File: src/rtl/step_pulse_rx_if.sv
// Bundle of the step-pulse receiver's control inputs and status outputs.
// exp_valid/start/clr are single-clock strobes with no ready: the receiver samples them every clk edge.
interface step_pulse_rx_if #(
    parameter int CNT_W = 16
);
    logic             step_in;
    logic [CNT_W-1:0] N_exp;
    logic             exp_valid;
    logic             start;
    logic             clr;
    logic [CNT_W-1:0] count;
    logic             busy;
    logic             done;
    logic             err_over;
    logic             err_timeout;

    modport slave (
        input  step_in, N_exp, exp_valid, start, clr,
        output count, busy, done, err_over, err_timeout
    );

    modport master (
        output step_in, N_exp, exp_valid, start, clr,
        input  count, busy, done, err_over, err_timeout
    );
endinterface

File: src/rtl/step_pulse_rx.sv
// Step-pulse receiver: synchronises and de-glitches step_in, counts qualified pulses
// against a commanded count, and flags completion, overrun or stall.
module step_pulse_rx #(
    parameter int CNT_W       = 16,
    parameter int SYNC_STAGES = 2,
    parameter int MIN_HI      = 2,
    parameter int TO_W        = 20,
    parameter int TIMEOUT     = 100000
) (
    input  logic          clk,
    input  logic          rst,
    step_pulse_rx_if.slave bus,
    output logic [1:0]    state_o
);
    typedef enum logic [1:0] {
        IDLE = 2'd0,
        RUN  = 2'd1,
        DONE = 2'd2,
        ERR  = 2'd3
    } state_t;

    localparam int              HI_W    = $clog2(MIN_HI + 1);
    localparam logic [HI_W-1:0] HI_LAST = HI_W'(MIN_HI - 1);
    localparam logic [HI_W-1:0] HI_MAX  = HI_W'(MIN_HI);
    localparam logic [TO_W-1:0] TO_LAST = TO_W'(TIMEOUT - 1);

    logic [SYNC_STAGES-1:0] sync_q, sync_d;
    logic                   s_step;
    logic [HI_W-1:0]        hi_q, hi_d;
    logic                   p_evt;

    state_t           state_q;
    logic [CNT_W-1:0] n_reg_q;
    logic [CNT_W-1:0] count_q;
    logic [CNT_W-1:0] count_inc;
    logic [TO_W-1:0]  timer_q;
    logic             busy_q, done_q, err_over_q, err_timeout_q;

    assign sync_d = {sync_q[SYNC_STAGES-2:0], bus.step_in};
    assign s_step = sync_q[SYNC_STAGES-1];

    // Run counter parks at MIN_HI so a long pulse yields exactly one event.
    always_comb begin
        hi_d = '0;
        if (s_step) begin
            hi_d = (hi_q == HI_MAX) ? hi_q : hi_q + 1'b1;
        end
    end

    // Event on the clock the run counter reaches MIN_HI, so the count lands
    // SYNC_STAGES+MIN_HI edges after the raw rising edge.
    assign p_evt     = s_step && (hi_q == HI_LAST);
    assign count_inc = (count_q == '1) ? count_q : count_q + 1'b1;

    always_ff @(posedge clk or negedge rst) begin
        if (!rst) begin
            sync_q <= '0;
            hi_q   <= '0;
        end else begin
            sync_q <= sync_d;
            hi_q   <= hi_d;
        end
    end

    always_ff @(posedge clk or negedge rst) begin
        if (!rst) begin
            state_q       <= IDLE;
            n_reg_q       <= '0;
            count_q       <= '0;
            timer_q       <= '0;
            busy_q        <= 1'b0;
            done_q        <= 1'b0;
            err_over_q    <= 1'b0;
            err_timeout_q <= 1'b0;
        end else if (bus.clr) begin
            state_q       <= IDLE;
            count_q       <= '0;
            timer_q       <= '0;
            busy_q        <= 1'b0;
            done_q        <= 1'b0;
            err_over_q    <= 1'b0;
            err_timeout_q <= 1'b0;
        end else begin
            case (state_q)
                IDLE: begin
                    if (bus.exp_valid) begin
                        n_reg_q <= bus.N_exp;
                    end
                    if (bus.start) begin
                        count_q <= '0;
                        timer_q <= '0;
                        if (n_reg_q == '0) begin
                            state_q <= DONE;
                            done_q  <= 1'b1;
                        end else begin
                            state_q <= RUN;
                            busy_q  <= 1'b1;
                        end
                    end
                end
                RUN: begin
                    if (p_evt) begin
                        count_q <= count_inc;
                        timer_q <= '0;
                        if (count_inc == n_reg_q) begin
                            state_q <= DONE;
                            busy_q  <= 1'b0;
                            done_q  <= 1'b1;
                        end
                    end else if (timer_q == TO_LAST) begin
                        state_q       <= ERR;
                        busy_q        <= 1'b0;
                        err_timeout_q <= 1'b1;
                    end else begin
                        timer_q <= timer_q + 1'b1;
                    end
                end
                DONE: begin
                    if (p_evt) begin
                        count_q    <= count_inc;
                        state_q    <= ERR;
                        done_q     <= 1'b0;
                        err_over_q <= 1'b1;
                    end
                end
                ERR: begin
                    if (p_evt) begin
                        count_q <= count_inc;
                    end
                end
                default: state_q <= IDLE;
            endcase
        end
    end

    assign state_o         = state_q;
    assign bus.count       = count_q;
    assign bus.busy        = busy_q;
    assign bus.done        = done_q;
    assign bus.err_over    = err_over_q;
    assign bus.err_timeout = err_timeout_q;
endmodule
File: src/flat_wrapper.sv
// flat-port wrapper written by rule: the top's interface ports become plain ports
module step_pulse_rx_flat 
#(
    parameter int CNT_W       = 16,
    parameter int SYNC_STAGES = 2,
    parameter int MIN_HI      = 2,
    parameter int TO_W        = 20,
    parameter int TIMEOUT     = 100000
)
  (clk, rst, state_o, bus_step_in, bus_N_exp, bus_exp_valid, bus_start, bus_clr, bus_count, bus_busy, bus_done, bus_err_over, bus_err_timeout);
  step_pulse_rx_if #(.CNT_W(CNT_W)) bus_i ();
  input  logic clk;
  input  logic rst;
  output logic [1:0] state_o;
  input wire logic [$bits(bus_i.step_in)-1:0] bus_step_in;
  input wire logic [$bits(bus_i.N_exp)-1:0] bus_N_exp;
  input wire logic [$bits(bus_i.exp_valid)-1:0] bus_exp_valid;
  input wire logic [$bits(bus_i.start)-1:0] bus_start;
  input wire logic [$bits(bus_i.clr)-1:0] bus_clr;
  output wire logic [$bits(bus_i.count)-1:0] bus_count;
  output wire logic [$bits(bus_i.busy)-1:0] bus_busy;
  output wire logic [$bits(bus_i.done)-1:0] bus_done;
  output wire logic [$bits(bus_i.err_over)-1:0] bus_err_over;
  output wire logic [$bits(bus_i.err_timeout)-1:0] bus_err_timeout;
  assign bus_i.step_in = bus_step_in;
  assign bus_i.N_exp = bus_N_exp;
  assign bus_i.exp_valid = bus_exp_valid;
  assign bus_i.start = bus_start;
  assign bus_i.clr = bus_clr;
  assign bus_count = bus_i.count;
  assign bus_busy = bus_i.busy;
  assign bus_done = bus_i.done;
  assign bus_err_over = bus_i.err_over;
  assign bus_err_timeout = bus_i.err_timeout;
  step_pulse_rx #(.CNT_W(CNT_W), .SYNC_STAGES(SYNC_STAGES), .MIN_HI(MIN_HI), .TO_W(TO_W), .TIMEOUT(TIMEOUT)) u_core (.clk(clk), .rst(rst), .bus(bus_i), .state_o(state_o));
endmodule
File: config.mk
export PLATFORM = sky130hd
export DESIGN_NAME = step_pulse_rx_flat
export DESIGN_NICKNAME = d
export VERILOG_FILES = /design/src/rtl/step_pulse_rx_if.sv /design/src/rtl/step_pulse_rx.sv /design/src/flat_wrapper.sv
export SDC_FILE = /design/constraint.sdc
export NUM_CORES = 1
export LEC_CHECK = 0
export ABC_AREA = 1
export ABC_CLOCK_PERIOD_IN_PS = 2850
export CAP_MARGIN = 20
export CORE_MARGIN = 2
export CORE_UTILIZATION = 30
export CTS_CLUSTER_SIZE = 16
export DETAILED_ROUTE_END_ITERATION = 10
export MAX_ROUTING_LAYER = met4
export SETUP_SLACK_MARGIN = 0.1
export SLEW_MARGIN = 15
export SYNTH_ARGS = -nofsm -noshare
export SYNTH_HDL_FRONTEND = slang
export SYNTH_SLANG_ARGS = --single-unit
File: constraint.sdc
create_clock -name clk -period 2.85 [get_ports clk]
set_input_delay 0.285 -clock clk [delete_from_list [all_inputs] [get_ports clk]]
set_output_delay 0.285 -clock clk [all_outputs]
set_load 0.005 [all_outputs]
==> metrics.md <==
| Metric | Value |
|---|---|
| Initial antenna violation count | 0 |
| Worst path most repeated cell | nand2_1 |
| Via Count | ~3,600 |
| DR WL/cell | 13.1 µm |
| Clock Latency Late Sink | approximately 330 ps |
| Cell Count Post-Placement | between 700 and 800 |
| Multi-input logic area | approximately 1900 µm² |
| Fmax | roughly 410 MHz |
| Yosys cell types | 33 |
| PwrDens | 676 nW/µm² |
| Total GRT Usage | 16.1% |
| Period utilization | 84.6% |
| CP startpoint kind | register |
| Routability cong. | roughly 0.88 |
| Worst-path cell chain | ha_2 > nand3_2 > nor2_1 > nand3_1 > nand2_1 > nand3_1 > nand2_1 > nand2_1 > nor2_1 > nand2_1 > nor2_1 > nand2_1 > nand3_2 > nand3_1 > nand2_1 > nand2_1 |
| CP max stage cell | dfrtp_1 |
| Post-synthesis cell area | 3750 µm² |
| CP peak stage delay | between 400 and 500 ps |
| Initial DRC Count | 264 |
| RSZ-0062 raised after global routing | no |
| Cells after Synth | roughly 530 |
| Syn_nets | approximately 560 |
| Row cnt | 40 |
| CTS tree | built |
| N_diodes | 0 |
| CTS Root Cell | clkbuf_16 |
| Die W | roughly 120 µm |
| Ys Warns | 0 |
| Final antenna-violating net count | 0 |
| Total power | 3160 µW |
| Clk sink count | 62 |
| Status | completed |
| FF+latch count, synth | 62 |
| CTS Buf Count | 9 |
| Buffers and inverters on the worst path | 0 |
| Worst min-delay path class | in -> async |
| Area Growth Syn to Fin | 24.5% |
| Fin util | between 30% and 40% |
| Seq. cell area | 1550 µm² |
| Critical Path Sink Type | register |
| GRT overflow | 0 |
| TNS Setup | 0 ps |
| Initial Util | around 31% |
| Die height | approximately 120 µm |
| Register area share after synthesis | between 40% and 50% |
| Largest net degree at the start of global routing | 63 |
| CP delay by family, top | simple AND/OR/NAND/NOR gates |
| Filler Cells Inserted | between 1,000 and 1,500 |
| Clk pin slew, worst setup/hold paths | roughly 50 ps |
| Post-route minimum period | between 2000 and 2500 ps |
| Syn avg cell area | approximately 7.0 µm² |
| Leakage Power | 0.00210 µW |
| Hold Violations, Final | 0 |
| Final Setup Violations | 0 |
| Dpl hpwl | 7410 µm |
| Drt via density | around 4.8 |
| First-pass iteration count of the detailed router | 4 |
| IO Pins | 44 |
| Max-slew headroom | roughly 45% |
| Crit Path Max Fanout | 5 |
| Worst endpoint required time | slightly above 3000 ps |
| Clock buffer depth | 2 |
| Max Transition Viols Final | 0 |
| Peak supply drop | ~0.39 mV |
| Core area | around 12,000 µm² |
| Vias in the first global route | ~3,400 |
| Arrival time worst endpoint | 2630 ps |
| Final wirelength | approximately 9900 µm |
| First-pass GRT wire length | approximately 17,000 µm |
| Residual DRC count | 0 |
| H-tree levels | 3 |
| Die area | between 10,000 and 15,000 µm² |
| Final std cells w/o fill | approximately 750 |
| Worst slew pin tran | around 820 ps |
| Share of layout cells above drive strength 1 | 5.47% |
| Nets | 610 |
| Skew final | approximately 4.8 ps |
| Critical path type | reg -> reg |
| Max_cap viols | 0 |
| # port buffers | between 40 and 50 |
## power breakdown
part           internal (µW)  leakage [µW]  switching, µW
combinational            344       0.00116            602
sequential              1040      0.000802            106
clock                    680      0.000142            384
total                   2060       0.00210           1090
## cell type report
type,instances,share of cell area [%]
well taps,168,4.51
clock buffers,15,6.17
repair buffers,48,9.92
multi-input cells,385,40.0
flip-flops and latches,62,33.3
inverters,75,6.09
## worst reg2reg max path: stages (launching register included)
cell and delay (ps):
dfrtp_1 440, ha_2 270, nand3_2 120, nor2_1 270
nand3_1 150, nand2_1 90, nand3_1 100, nand2_1 80
nand2_1 50, nor2_1 90, nand2_1 70, nor2_1 130
nand2_1 110, nand3_2 120, nand3_1 80, nand2_1 90
nand2_1 50
## cells in the mapped netlist, drive strengths merged
cell type / number / area share (%)
a211oi: 1 / 0.20
a21boi: 1 / 0.20
a21oi: 30 / 4.0
a22oi: 1 / 0.20
a32o: 3 / 0.80
and2: 1 / 0.17
buf: 5 / 0.80
clkbuf: 5 / 0.50
dfrtp: 62 / 41
ha: 7 / 2.3
inv: 75 / 7.5
nand2: 144 / 15
nand3: 42 / 6.0
nand4: 22 / 3.7
nor2: 72 / 7.6
nor3: 12 / 1.6
nor3b: 1 / 0.20
nor4: 6 / 1.0
o21a: 3 / 0.60
o21ai: 23 / 3.1
o22ai: 4 / 0.67
o31ai: 2 / 0.40
or2: 1 / 0.17
xnor2: 1 / 0.23
xor2: 8 / 1.9
## layer usage
metal | vias to the layer above | GRT usage (%) | share of wire, %
met5 | - | - | 0
met4 | 0 | 4.68 | 1.1
met3 | 11 | 3.29 | 5.0
met2 | 89 | 25.5 | 47
met1 | 1682 | 21.0 | 47
li1 | 1833 | - | -
## stage by stage
step / setup WS (ps) / hold slack, ps / instance area (µm²)
after global placement: 404 / 332 / 4370
final: 439 / 125 / 4670
after floorplan: 723 / -10.6 / 3750
after CTS: 334 / 174 / 4660
after global routing: 157 / 228 / 4670
after detailed placement: 363 / 337 / 4370
## logic make-up after synthesis
| logic type | synth area share (%) |
|---|---|
| adder cells (fa/ha/maj) | 2.34 |
| XOR/XNOR | 2.10 |
| flip-flops | 41.4 |
| AND/OR/NAND/NOR | 35.2 |
| AO/OA/AOI/OAI | 10.2 |
| buffers and inverters | 8.81 |
## cell usage in the layout, fill, tap and decap left out, drive strengths merged, types with 2 or more instances in the layout
cell	count
a21oi	30
a32o	3
buf	6
clkbuf	15
clkdlybuf4s50	42
dfrtp	62
ha	7
inv	75
nand2	144
nand3	42
nand4	22
nor2	72
nor3	12
nor4	6
o21a	3
o21ai	23
o22ai	4
o31ai	2
xor2	8
## what timing repair did
action,CTS,global route
hold buffers,0,0
gates resized for setup,0,4
setup buffers,0,0
endpoints found under the hold margin,0,0
setup endpoints to repair,0,3
## worst paths after layout
path / end / cells after the start / slack (ps) / from
min: u_core.bus.count[11] / 2 / 130 / rst
min in group clk: u_core.sync_q[1] / 0 / 350 / u_core.sync_q[0]
max reg2reg: u_core.bus.busy / 16 / 440 / u_core.bus.count[1]
max: u_core.bus.busy / 16 / 440 / u_core.bus.count[1]
max in group asynchronous: u_core.bus.count[6] / 2 / 2160 / rst
min reg2reg: u_core.sync_q[1] / 0 / 350 / u_core.sync_q[0]
## sequential cells by signal (all words and copies together), names as in the netlist
signal and count:
u_core.bus.err_over 1, u_core.timer_q 20, u_core.state_o 2, u_core.bus.busy 1, u_core.hi_q 2, u_core.sync_q 2, u_core.bus.count 16, u_core.n_reg_q 16
u_core.bus.err_timeout 1, u_core.bus.done 1
Note: power is estimated with default switching activity, not from simulation.
